--- src/rtl/pistache_ctrl_pkg.sv ---
// Shared control definitions for the pistache RV32I pipeline: opcode
// constants, the hazard sequencer state encoding and an rs2-usage helper.
package pistache_ctrl_pkg;

  localparam logic [6:0] OPC_R    = 7'b0110011;
  localparam logic [6:0] OPC_I    = 7'b0010011;
  localparam logic [6:0] OPC_LOAD = 7'b0000011;
  localparam logic [6:0] OPC_S    = 7'b0100011;
  localparam logic [6:0] OPC_B    = 7'b1100011;

  typedef enum logic [1:0] {
    BOOT     = 2'd0,
    RUN      = 2'd1,
    MEM_WAIT = 2'd2,
    ERROR    = 2'd3
  } seq_state_e;

  // Only these formats carry a real rs2; elsewhere bits [24:20] are immediate.
  function automatic logic uses_rs2(input logic [6:0] opc);
    return (opc == OPC_R) || (opc == OPC_S) || (opc == OPC_B);
  endfunction

endpackage

--- src/rtl/sat_counter.sv ---
// Saturating up-counter with synchronous clear; holds at all-ones.
module sat_counter #(
  parameter int W = 16
) (
  input  logic         clk_i,
  input  logic         clr_i,
  input  logic         inc_i,
  output logic [W-1:0] cnt_o
);

  logic [W-1:0] cnt_q;
  logic [W-1:0] cnt_d;

  always_comb begin
    cnt_d = cnt_q;
    if (clr_i) begin
      cnt_d = '0;
    end else if (inc_i && (cnt_q != '1)) begin
      cnt_d = cnt_q + W'(1);
    end
  end

  always_ff @(posedge clk_i) begin
    cnt_q <= cnt_d;
  end

  assign cnt_o = cnt_q;

endmodule

--- src/rtl/hazard_sequencer.sv ---
// Hazard/stall sequencer: boot bubbles, load-use stall, branch flush,
// data-memory freeze with timeout, and saturating stall/flush statistics.
module hazard_sequencer
  import pistache_ctrl_pkg::*;
#(
  parameter int BOOT_CYCLES = 2,
  parameter int MEM_TIMEOUT = 255,
  parameter int CNT_W       = 16
) (
  input  logic             clk_i,
  input  logic             rst_i,
  input  logic [31:0]      id_inst_i,
  input  logic [4:0]       ex_rd_i,
  input  logic             ex_memread_i,
  input  logic             br_taken_i,
  input  logic             mem_access_i,
  input  logic             dmem_ready_i,
  output logic             pc_write_o,
  output logic             ifid_write_o,
  output logic             pipe_en_o,
  output logic             nop_o,
  output logic             flush_o,
  output logic             err_o,
  output logic [CNT_W-1:0] stall_cnt_o,
  output logic [CNT_W-1:0] flush_cnt_o
);

  localparam int BW = (BOOT_CYCLES > 1) ? $clog2(BOOT_CYCLES) : 1;
  localparam int WW = (MEM_TIMEOUT > 1) ? $clog2(MEM_TIMEOUT) : 1;

  seq_state_e    state_q, state_d;
  logic [BW-1:0] boot_cnt_q, boot_cnt_d;
  logic [WW-1:0] wait_cnt_q, wait_cnt_d;
  logic          err_q, err_d;
  logic          freeze, run_eval, load_use;
  logic          unused_inst_bits;

  assign unused_inst_bits = ^{id_inst_i[31:25], id_inst_i[14:7]};

  assign load_use = ex_memread_i && (ex_rd_i != 5'd0) &&
                    ((ex_rd_i == id_inst_i[19:15]) ||
                     (uses_rs2(id_inst_i[6:0]) && (ex_rd_i == id_inst_i[24:20])));

  // Memory handshake: mem_access_i marks a MEM-stage access, dmem_ready_i is
  // a completion strobe; until it is seen the whole pipeline holds still.
  always_comb begin
    state_d      = state_q;
    boot_cnt_d   = boot_cnt_q;
    wait_cnt_d   = '0;
    err_d        = err_q;
    freeze       = 1'b0;
    run_eval     = 1'b0;
    pc_write_o   = 1'b0;
    ifid_write_o = 1'b0;
    pipe_en_o    = 1'b0;
    nop_o        = 1'b0;
    flush_o      = 1'b0;

    case (state_q)
      BOOT: begin
        pipe_en_o = 1'b1;
        nop_o     = 1'b1;
        if (boot_cnt_q == BW'(BOOT_CYCLES - 1)) begin
          state_d = RUN;
        end else begin
          boot_cnt_d = boot_cnt_q + BW'(1);
        end
      end
      RUN: begin
        if (mem_access_i && !dmem_ready_i) begin
          freeze  = 1'b1;
          state_d = MEM_WAIT;
        end else begin
          run_eval = 1'b1;
        end
      end
      MEM_WAIT: begin
        if (!dmem_ready_i) begin
          freeze = 1'b1;
        end else begin
          run_eval = 1'b1;
          state_d  = RUN;
        end
      end
      ERROR: begin
        nop_o = 1'b1;
      end
      default: state_d = BOOT;
    endcase

    // Freeze outputs are the all-zero defaults; only the timer moves.
    if (freeze) begin
      wait_cnt_d = wait_cnt_q + WW'(1);
      if (wait_cnt_q == WW'(MEM_TIMEOUT - 1)) begin
        state_d = ERROR;
      end
    end

    if (run_eval) begin
      pipe_en_o = 1'b1;
      if (br_taken_i) begin
        flush_o      = 1'b1;
        pc_write_o   = 1'b1;
        ifid_write_o = 1'b1;
      end else if (load_use) begin
        nop_o = 1'b1;
      end else begin
        pc_write_o   = 1'b1;
        ifid_write_o = 1'b1;
      end
    end

    if (state_d == ERROR) begin
      err_d = 1'b1;
    end
  end

  always_ff @(posedge clk_i) begin
    if (rst_i) begin
      state_q    <= BOOT;
      boot_cnt_q <= '0;
      wait_cnt_q <= '0;
      err_q      <= 1'b0;
    end else begin
      state_q    <= state_d;
      boot_cnt_q <= boot_cnt_d;
      wait_cnt_q <= wait_cnt_d;
      err_q      <= err_d;
    end
  end

  assign err_o = err_q;

  sat_counter #(.W(CNT_W)) u_stall_cnt (
    .clk_i (clk_i),
    .clr_i (rst_i),
    .inc_i (((state_q == RUN) || (state_q == MEM_WAIT)) && !pc_write_o),
    .cnt_o (stall_cnt_o)
  );

  sat_counter #(.W(CNT_W)) u_flush_cnt (
    .clk_i (clk_i),
    .clr_i (rst_i),
    .inc_i (flush_o),
    .cnt_o (flush_cnt_o)
  );

endmodule

--- config.mk ---
export PLATFORM = sky130hd
export DESIGN_NAME = hazard_sequencer
export DESIGN_NICKNAME = d
export VERILOG_FILES = /design/src/rtl/pistache_ctrl_pkg.sv /design/src/rtl/sat_counter.sv /design/src/rtl/hazard_sequencer.sv
export SDC_FILE = /design/constraint.sdc
export NUM_CORES = 1
export LEC_CHECK = 0
export BUFFER_PORTS_ARGS = -buffer_cell sky130_fd_sc_hd__clkbuf_2
export CAP_MARGIN = 10
export CORE_UTILIZATION = 55
export CTS_BUF_LIST = sky130_fd_sc_hd__clkbuf_16
export CTS_CLUSTER_SIZE = 30
export DETAILED_ROUTE_END_ITERATION = 6
export HOLD_SLACK_MARGIN = 0.03
export PLACE_DENSITY = 0.92
export SETUP_SLACK_MARGIN = 0.4
export SLEW_MARGIN = 20
export SYNTH_ARGS = -nofsm -noshare
export SYNTH_HDL_FRONTEND = slang
export SYNTH_HIERARCHICAL = 1
export SYNTH_SLANG_ARGS = --single-unit
--- constraint.sdc ---
create_clock -name clk_i -period 4.67 [get_ports clk_i]
set_input_delay 0.467 -clock clk_i [delete_from_list [all_inputs] [get_ports clk_i]]
set_output_delay 0.467 -clock clk_i [all_outputs]
set_load 0.02 [all_outputs]
==> results of run 1 <==
==> per-layer routing <==
layer  wire (µm)  global-route usage, %
met2        2850                   44.3
met4           6                   4.00
met3         226                   5.23
met5           0                      0
met1        2370                   28.2
==> report_power, final <==
group          switching, mW  leakage, nW  internal, mW  total (mW)
Sequential           0.00702        0.355         0.382       0.389
Clock                  0.131       0.0648         0.191       0.322
Combinational         0.0570        0.707        0.0375      0.0946
Total                  0.195         1.13         0.610       0.805
==> synthesized netlist by cell type (all sizes together) <==
cell,count,share of area [%]
nor4,7,2.9
or3,7,1.7
mux2i,2,0.79
a2111oi,1,0.35
nand2b,1,0.25
a311oi,1,0.35
nand2,18,2.9
o31ai,12,3.6
clkbuf,4,0.59
and2,1,0.25
o41ai,4,1.4
o21a,2,0.59
or4b,1,0.40
ha,8,4.0
and2b,1,0.30
nor4bb,2,0.79
nand4b,1,0.35
nor2,26,4.6
dfxtp,44,35
and3,3,0.74
buf,6,1.4
o311ai,2,0.69
nor3b,2,0.59
xor2,8,2.8
inv,12,1.8
a21boi,1,0.30
mux2,2,0.89
xnor2,11,3.8
nor2b,6,1.5
nand3b,2,0.59
nand4,12,4.2
nand3,15,3.0
and4,6,2.1
o21ai,15,3.1
a21oi,25,5.1
or4,15,4.5
nor3,11,2.2
==> state kept, by name (all words and copies together) (netlist names) <==
| signal | count |
|---|---|
| u_stall_cnt/cnt_o | 16 |
| u_flush_cnt/cnt_o | 16 |
| boot_cnt_q | 1 |
| err_o | 1 |
| wait_cnt_q | 8 |
| state_q | 2 |
==> final cells by class <==
cell class | count | area, µm²
clock inverters | 2 | 7.51
multi-input cells | 231 | 1550
well taps | 52 | 65.1
clock buffers | 5 | 125
flip-flops and latches | 44 | 881
repair buffers | 65 | 325
inverters | 12 | 45.0
fillers | 349 | 1390
==> worst reg2reg max path: cells and delay by family, from the launching register on <==
kind                       cells  cell delay [ns]
and+or+nand+nor                2             0.70
adders and majority gates      1             0.26
AOI/OAI and AO/OA              3             0.74
buffers and inverters          1             0.10
DFF                            1             0.40
muxes                          1             0.36
==> per-stage QoR <==
stage	utilization, %	power [mW]	setup slack, ns
floorplan	-	0.458	2.30
global placement	65.4	0.487	1.83
detailed placement	65.4	0.491	1.78
CTS	68.4	0.813	2.06
global route	68.4	0.842	1.70
finish	68.4	0.805	2.00
==> worst max path at each step <==
| stage | cells past startpoint | endpoint | start |
|---|---|---|---|
| 2_1_floorplan | 9 | u_stall_cnt/cnt_o[9] | ex_rd_i[4] |
| 3_3_place_gp | 9 | u_stall_cnt/cnt_o[11] | ex_rd_i[0] |
| 3_5_place_dp | 9 | u_stall_cnt/cnt_o[11] | ex_rd_i[4] |
| 4_1_cts | 8 | u_stall_cnt/cnt_o[11] | state_q[0] |
| 5_1_grt | 8 | u_stall_cnt/cnt_o[11] | state_q[0] |
| 6_report | 8 | u_stall_cnt/cnt_o[11] | state_q[0] |
==> cell families after synthesis <==
logic type | Yosys count | share of synthesized area (%)
buffers and inverters | 22 | 3.81
flip-flops | 44 | 34.9
XOR/XNOR | 19 | 6.58
multiplexers | 4 | 1.68
AO/OA/AOI/OAI | 63 | 15.4
adder cells (fa/ha/maj) | 8 | 3.96
AND/OR/NAND/NOR | 137 | 33.7
==> flow_metrics.py, run 1 <==
metrics = {
    "worst_setup_path": {
        "endpoint_kind": "flip-flop",
        "cp.required_ns": 4.84,
        "worstPathCellList": "inv_1 -> ha_1 -> o21ai_0 -> o21ai_1 -> a21boi_1 -> nand2_1 -> nor4bb_1 -> mux2_2",
        "arrival_ns": 2.85,
        "slowest_delay_ns": 0.40,
        "reg2reg_setup_slack_ns": 2.00,
        "cp-start-kind": "flip-flop",
        "r2r-end": "u_stall_cnt/cnt_o[11]",
        "crit_path_top_delay_cell": "dfxtp_1",
        "ff2ff_path_depth": 8,
        "worstSetupPathType": "reg -> reg",
        "critPathTopFamily": "compound AO/OA/AOI/OAI gates",
        "crit_fanout": 11,
        "r2r_start": "state_q[0]",
        "critical_path_buf_inv_count": 1,
    },
    "route": {
        "drt_first_pass_iters": 4,
        "vias": 2492,
        "drc": 0,
        "vias_per_cell": 6.06,
        "drtAntennaViolNets": 0,
        "drtIter0Drc": 124,
        "avgRoutedWirePerCell_um": 13.3,
        "wirelength_mm": 5.46,
    },
    "clocking": {
        "clock_latency_ns": 0.28,
        "htree_levels": 2,
        "clock_sinks": 44,
        "cts_buffer_depth": 2,
        "cts_setup_buffers": 0,
        "cts_resized": 0,
        "cts_hold_buffers": 0,
        "cts-buffers-inserted": 5,
        "clk_pin_slew_ns": 0.06,
        "cts_tree": "built",
        "cts_root_buf": "clkbuf_16",
    },
    "job": {
        "cap_violations": 0,
    },
    "hold_path": {
        "hold_path_end": "err_o",
        "whs_path_depth": 2,
        "hp-start": "err_o",
        "min_path_type": "reg -> reg",
    },
    "die": {
        "initial_core_util_pct": 57.6,
        "die_area_mm2": 0.00487,
        "core-area_mm2": 0.00438,
        "pin_count": 81,
        "fp.dieW_um": 69.8,
        "rows": 24,
        "die_y_um": 69.8,
    },
    "layout": {
        "drive_gt1_share_pct": 24.2,
        "area_growth_syn_to_layout_pct": 18.7,
        "final_area_mm2": 0.00300,
        "fin_nets": 410,
        "final_cell_mix": "clkbuf_2, dfxtp_1, a21oi_1",
        "instances_no_fill": 411,
        "layout_commonest_cell": "clkbuf_2",
        "antenna_cells": 0,
    },
    "timing": {
        "max_freq_ghz": 0.374,
        "period_needed_ns": 2.67,
        "hold_viol_final": 0,
        "slew_viol_final": 0,
        "setup_violations": 0,
        "timing.hold.ws_ns": 0.496,
        "fin_setup_tns_ns": 0,
        "relSlewSlack_pct": 46.0,
        "finalCritPeriodShare_pct": 57.2,
        "final.setup_skew_ns": 0.00302,
        "worstMarginPinSlew_ns": 0.804,
        "rsz0062_at_grt": "false",
    },
    "grt": {
        "grt_pass1_wl_mm": 9.67,
        "track_usage_pct": 23.9,
        "grt_antenna_before_repair": 0,
        "grt_max_degree": 40,
        "grt_overflow": 0,
        "grt_pass1_vias": 2283,
    },
    "synth": {
        "synth.cell_area_mm2": 0.00253,
        "synthCells": 297,
        "yosysUniqueCellTypes": 47,
        "ys_seq_area_share_pct": 34.9,
        "ys_ff_latch": 44,
        "syn_nets": 348,
        "syn_area_per_cell_um2": 8.51,
        "ys_warn_count": 6,
    },
    "place": {
        "dp_cells": 404,
        "port-buffer-count": 65,
        "place_hpwl_mm": 3.92,
        "placed_area_mm2": 0.00287,
        "globalplace.congestion": 0.845,
    },
    "run_status": {
        "status": "complete, no violations",
    },
    "power_and_ir_drop": {
        "p_per_area_mw_per_mm2": 268,
        "p_leak_nw": 1.13,
        "ir_drop_v": 0.000202,
    },
}
Note: power is estimated with default switching activity, not from simulation.
==> inputs of run 2 (changes only) <==
- CORE_UTILIZATION: 55 -> 51
- PLACE_DENSITY: 0.92 -> 0.87
- clock period: 4.67 -> 2.7 ns (I/O delays scaled with it)
==> flow_metrics.py, run 2 (same netlist as run 1, synthesis figures left out) <==
metrics = {
    "run_status": {
        "status": "complete, no violations",
    },
    "clocking": {
        "cts_root_buf": "clkbuf_16",
        "cts_buffer_depth": 2,
        "cts_hold_buffers": 0,
        "clock_latency_ns": 0.29,
        "cts_tree": "built",
        "cts-buffers-inserted": 5,
        "htree_levels": 2,
        "clock_sinks": 44,
        "clk_pin_slew_ns": 0.06,
    },
    "grt": {
        "grt_antenna_before_repair": 0,
        "grt_overflow": 0,
        "grt_pass1_vias": 2301,
        "grt_pass1_wl_mm": 9.64,
        "grt_max_degree": 39,
        "track_usage_pct": 22.9,
    },
    "hold_path": {
        "min_path_type": "in -> reg",
        "hp-start": "dmem_ready_i",
    },
    "power_and_ir_drop": {
        "ir_drop_v": 0.000340,
        "p_per_area_mw_per_mm2": 459,
        "p_leak_nw": 1.18,
    },
    "route": {
        "drtIter0Drc": 125,
        "drt_first_pass_iters": 4,
        "drtAntennaViolNets": 0,
        "drc": 0,
        "vias_per_cell": 5.75,
        "wirelength_mm": 5.57,
        "vias": 2496,
        "avgRoutedWirePerCell_um": 12.8,
    },
    "worst_setup_path": {
        "worstSetupEndpoint": "u_stall_cnt/cnt_o[6]",
        "endpoint_kind": "flip-flop",
        "cp-start-kind": "flip-flop",
        "slowest_delay_ns": 0.35,
        "arrival_ns": 2.44,
        "cp.required_ns": 2.92,
        "r2r_start": "state_q[1]",
        "critical_path_buf_inv_count": 2,
        "r2r-end": "u_stall_cnt/cnt_o[6]",
        "worstPathCellList": "inv_1 -> ha_1 -> o21ai_1 -> o21ai_2 -> a21boi_2 -> buf_4 -> and4_1 -> o41ai_1 -> or3_1 -> a21oi_1",
        "ff2ff_path_depth": 10,
        "crit_fanout": 5,
        "worstSetupPathDepth": 10,
        "critPathTopFamily": "compound AO/OA/AOI/OAI gates",
        "crit_path_top_delay_cell": "dfxtp_2",
        "reg2reg_setup_slack_ns": 0.47,
        "worstSetupStartpoint": "state_q[1]",
        "worstSetupPathType": "reg -> reg",
    },
    "layout": {
        "area_growth_syn_to_layout_pct": 23.1,
        "drive_gt1_share_pct": 28.6,
        "layout_commonest_cell": "clkbuf_2",
        "final_area_mm2": 0.00311,
        "final_cell_mix": "clkbuf_2, dfxtp_1, a21oi_1",
        "fin_nets": 417,
        "antenna_cells": 0,
    },
    "timing": {
        "period_needed_ns": 2.23,
        "rsz0062_at_grt": "true",
        "fin_setup_tns_ns": 0,
        "finalCritPeriodShare_pct": 82.5,
        "worstMarginPinSlew_ns": 0.618,
        "setup_violations": 0,
        "max_freq_ghz": 0.449,
        "slew_viol_final": 0,
        "final.setup_skew_ns": 0.00405,
        "relSlewSlack_pct": 58.5,
        "hold_viol_final": 0,
    },
    "place": {
        "placed_area_mm2": 0.00292,
        "place_hpwl_mm": 4.03,
        "globalplace.congestion": 0.885,
        "port-buffer-count": 65,
    },
    "die": {
        "pin_count": 81,
        "core-area_mm2": 0.00475,
        "rows": 25,
        "initial_core_util_pct": 53.2,
        "die_area_mm2": 0.00524,
        "fp.dieW_um": 72.4,
        "die_y_um": 72.4,
    },
    "job": {
        "cap_violations": 0,
    },
}
==> run 2: cell types whose count changed in the layout (fill, tap and decap cells not counted), sizes merged <==
cell,before,now
inv,12,14
clkinv,2,1
buf,0,7
==> run 2: layout make-up <==
class	instances	area, µm²
inverter	12	45.0
fill	407	1640
tap	67	83.8
clock buffer	5	125
sequential	44	883
clock inverter	3	11.3
timing repair buffer	72	378
multi-input combinational	231	1590
==> run 2: stage by stage <==
| step | power (mW) | util (%) | hold slack (ns) | setup slack (ns) | instances |
|---|---|---|---|---|---|
| final | 1.43 | 65.4 | 0.407 | 0.472 | 434 |
| after global routing | 1.48 | 65.4 | 0.460 | 0.348 | 434 |
| after CTS | 1.44 | 65.0 | 0.411 | 0.414 | 434 |
| after detailed placement | 0.856 | 61.5 | 0.482 | -0.0328 | 424 |
| after global placement | 0.851 | 61.5 | 0.484 | 0.158 | 424 |
| after floorplan | 0.792 | - | 0.342 | 0.511 | 297 |
==> run 2: timing repair <==
action	4_1_cts	5_1_grt
cloned	0	0
setup buffers	2	0
resized for setup	5	7
hold endpoints to repair	0	0
endpoints found under the setup margin	13	17
pin swaps	1	0
==> run 2: how the worst min path moves through the flow <==
stage	end	cells after the start	slack (ns)
after CTS	state_q[1]	4	0.41
after global placement	wait_cnt_q[0]	1	0.48
after floorplan	boot_cnt_q	1	0.34
after global routing	state_q[1]	4	0.46
final	state_q[1]	4	0.41
after detailed placement	wait_cnt_q[0]	1	0.48
==> run 2: power by group <==
| part | total, mW | switching [mW] | internal (mW) |
|---|---|---|---|
| sequential | 0.672 | 0.0115 | 0.661 |
| combinational | 0.185 | 0.105 | 0.0798 |
| clock | 0.571 | 0.238 | 0.333 |
==> run 2: layer usage <==
layer / vias to the layer above / wire length [µm] / GRT usage (%) / share of wire, %
li1: 1255 / - / - / -
met1: 1177 / 2460 / 25.9 / 44
met2: 56 / 2840 / 42.7 / 51
met3: 8 / 182 / 4.31 / 3.3
met4: 0 / 80 / 8.06 / 1.4
met5: - / 0 / 0 / 0
==> run 2: worst register-to-register path: cells and delay by family, from the launching register on <==
family                     cells  cell delay [ns]
AOI/OAI and AO/OA              5             0.75
and+or+nand+nor                2             0.60
DFF                            1             0.35
adders and majority gates      1             0.23
buffers and inverters          2             0.20
==> inputs of run 3 (changes only) <==
- clock period: 2.7 -> 2.2 ns (I/O delays scaled with it)
==> flow_metrics.py, run 3 (same netlist as run 1, synthesis figures left out) <==
metrics = {
    "die": {
        "core-area_mm2": 0.00475,
        "rows": 25,
        "initial_core_util_pct": 53.2,
        "fp.dieW_um": 72.4,
        "pin_count": 81,
        "die_area_mm2": 0.00524,
        "die_y_um": 72.4,
    },
    "layout": {
        "layout_commonest_cell": "clkbuf_2",
        "final_cell_mix": "clkbuf_2, dfxtp_1, a21oi_1",
        "drive_gt1_share_pct": 40.9,
        "antenna_cells": 0,
        "fin_nets": 441,
        "instances_no_fill": 456,
        "area_growth_syn_to_layout_pct": 42.6,
    },
    "grt": {
        "grt_pass1_vias": 2416,
        "grt_pass1_wl_mm": 10.7,
        "grt_antenna_before_repair": 0,
        "grt_max_degree": 39,
        "track_usage_pct": 25.6,
        "grt_overflow": 0,
    },
    "worst_setup_path": {
        "critical_path_buf_inv_count": 3,
        "worstPathCellList": "inv_4 -> ha_4 -> inv_2 -> o21ai_4 -> and3_4 -> buf_6 -> nand4_1 -> nor3_2 -> mux2i_1 -> nor2_1",
        "worstSetupStartpoint": "state_q[1]",
        "cp.required_ns": 2.36,
        "crit_path_top_delay_cell": "dfxtp_4",
        "slowest_delay_ns": 0.37,
        "cp-start-kind": "flip-flop",
        "crit_fanout": 4,
        "endpoint_kind": "flip-flop",
        "r2r-end": "u_flush_cnt/cnt_o[10]",
        "r2r_start": "state_q[1]",
        "ff2ff_path_depth": 10,
        "worstSetupPathType": "reg -> reg",
        "arrival_ns": 2.26,
        "reg2reg_setup_slack_ns": 0.10,
        "critPathTopFamily": "simple AND/OR/NAND/NOR gates",
    },
    "hold_path": {
        "whs_path_depth": 3,
        "hp-start": "rst_i",
        "hold_path_end": "wait_cnt_q[7]",
        "min_path_type": "in -> reg",
    },
    "place": {
        "dp_cells": 427,
        "place_ws_ns": -0.0140,
        "port-buffer-count": 65,
        "place_hpwl_mm": 4.07,
        "globalplace.congestion": 0.841,
    },
    "route": {
        "vias": 2704,
        "drt_first_pass_iters": 5,
        "drtIter0Drc": 111,
        "drtAntennaViolNets": 0,
        "vias_per_cell": 5.93,
        "wirelength_mm": 7.18,
        "drc": 0,
        "avgRoutedWirePerCell_um": 15.7,
    },
    "clocking": {
        "clk_pin_slew_ns": 0.06,
        "cts_buffer_depth": 2,
        "cts_tree": "built",
        "cts-buffers-inserted": 5,
        "clock_latency_ns": 0.29,
        "clock_sinks": 44,
        "cts_root_buf": "clkbuf_16",
        "htree_levels": 2,
    },
    "timing": {
        "fin_ws_ns": 0.102,
        "setup_violations": 0,
        "slew_viol_final": 0,
        "timing.hold.ws_ns": 0.346,
        "worstMarginPinSlew_ns": 0.500,
        "max_freq_ghz": 0.477,
        "period_needed_ns": 2.10,
        "hold_viol_final": 0,
        "relSlewSlack_pct": 66.3,
        "final.setup_skew_ns": 0.00351,
        "finalCritPeriodShare_pct": 95.4,
        "fin_setup_tns_ns": 0,
        "rsz0062_at_grt": "true",
    },
    "power_and_ir_drop": {
        "p_leak_nw": 1.36,
        "finalPower_mw": 1.87,
        "p_per_area_mw_per_mm2": 518,
        "ir_drop_v": 0.000445,
    },
    "job": {
        "cap_violations": 0,
    },
    "run_status": {
        "status": "complete, no violations",
    },
}
## run 3: cell count changes in the layout (fill, tap and decap cells not counted), moves of 4 or more
cell      previous run  this run
ha_4                 0         4
inv_1               14         8
buf_6                0         7
clkbuf_2            65        61
buf_4                7        22
## run 3: repair_timing
item | 4_1_cts | 5_1_grt
hold buffers | 0 | 0
gates cloned | 0 | 1
pin swaps | 17 | 19
setup endpoints to repair | 31 | 44
gates resized for setup | 23 | 33
setup buffers | 15 | 7
## run 3: worst max-delay path by stage
stage,slack (ns),end,depth (start not counted)
floorplan,0.26,u_stall_cnt/cnt_o[9],9
global placement,0.04,u_stall_cnt/cnt_o[13],10
detailed placement,-0.01,u_stall_cnt/cnt_o[9],10
CTS,0.22,u_stall_cnt/cnt_o[7],9
global route,0.02,u_flush_cnt/cnt_o[10],10
finish,0.10,u_flush_cnt/cnt_o[10],10
## run 3: stage by stage
stage	util [%]	area, µm²
3_3_place_gp	63.8	3040
5_1_grt	75.8	3600
3_5_place_dp	63.8	3040
2_1_floorplan	-	2630
6_report	75.8	3600
4_1_cts	71.2	3390
## run 3: power breakdown
part | switching [mW] | leakage (nW) | internal [mW] | total, mW
logic | 0.172 | 0.932 | 0.169 | 0.341
clock network | 0.292 | 0.0669 | 0.404 | 0.695
registers | 0.0211 | 0.357 | 0.810 | 0.831
## run 3: layout make-up
class                   count  area, µm²
multi-input cells         232       1820
fillers                   317       1150
flip-flops and latches     44        888
repair buffers             95        632
clock buffers               5        125
well taps                  67       83.8
inverters                  12       52.6
clock inverters             1       3.75
## run 3: worst min-delay path: cells and delay by family
family / cells / cell delay, ns
and+or+nand+nor: 1 / 0.21
buffers and inverters: 1 / 0.11
AOI/OAI and AO/OA: 1 / 0.04
## run 3: layer usage
metal / track usage [%] / part of all wire, % / vias up
met1: 30.1 / 43 / 1293
met3: 3.89 / 4.1 / 21
met2: 45.4 / 51 / 92
met4: 12.2 / 2.5 / 0
li1: - / - / 1298
met5: 0 / 0 / -
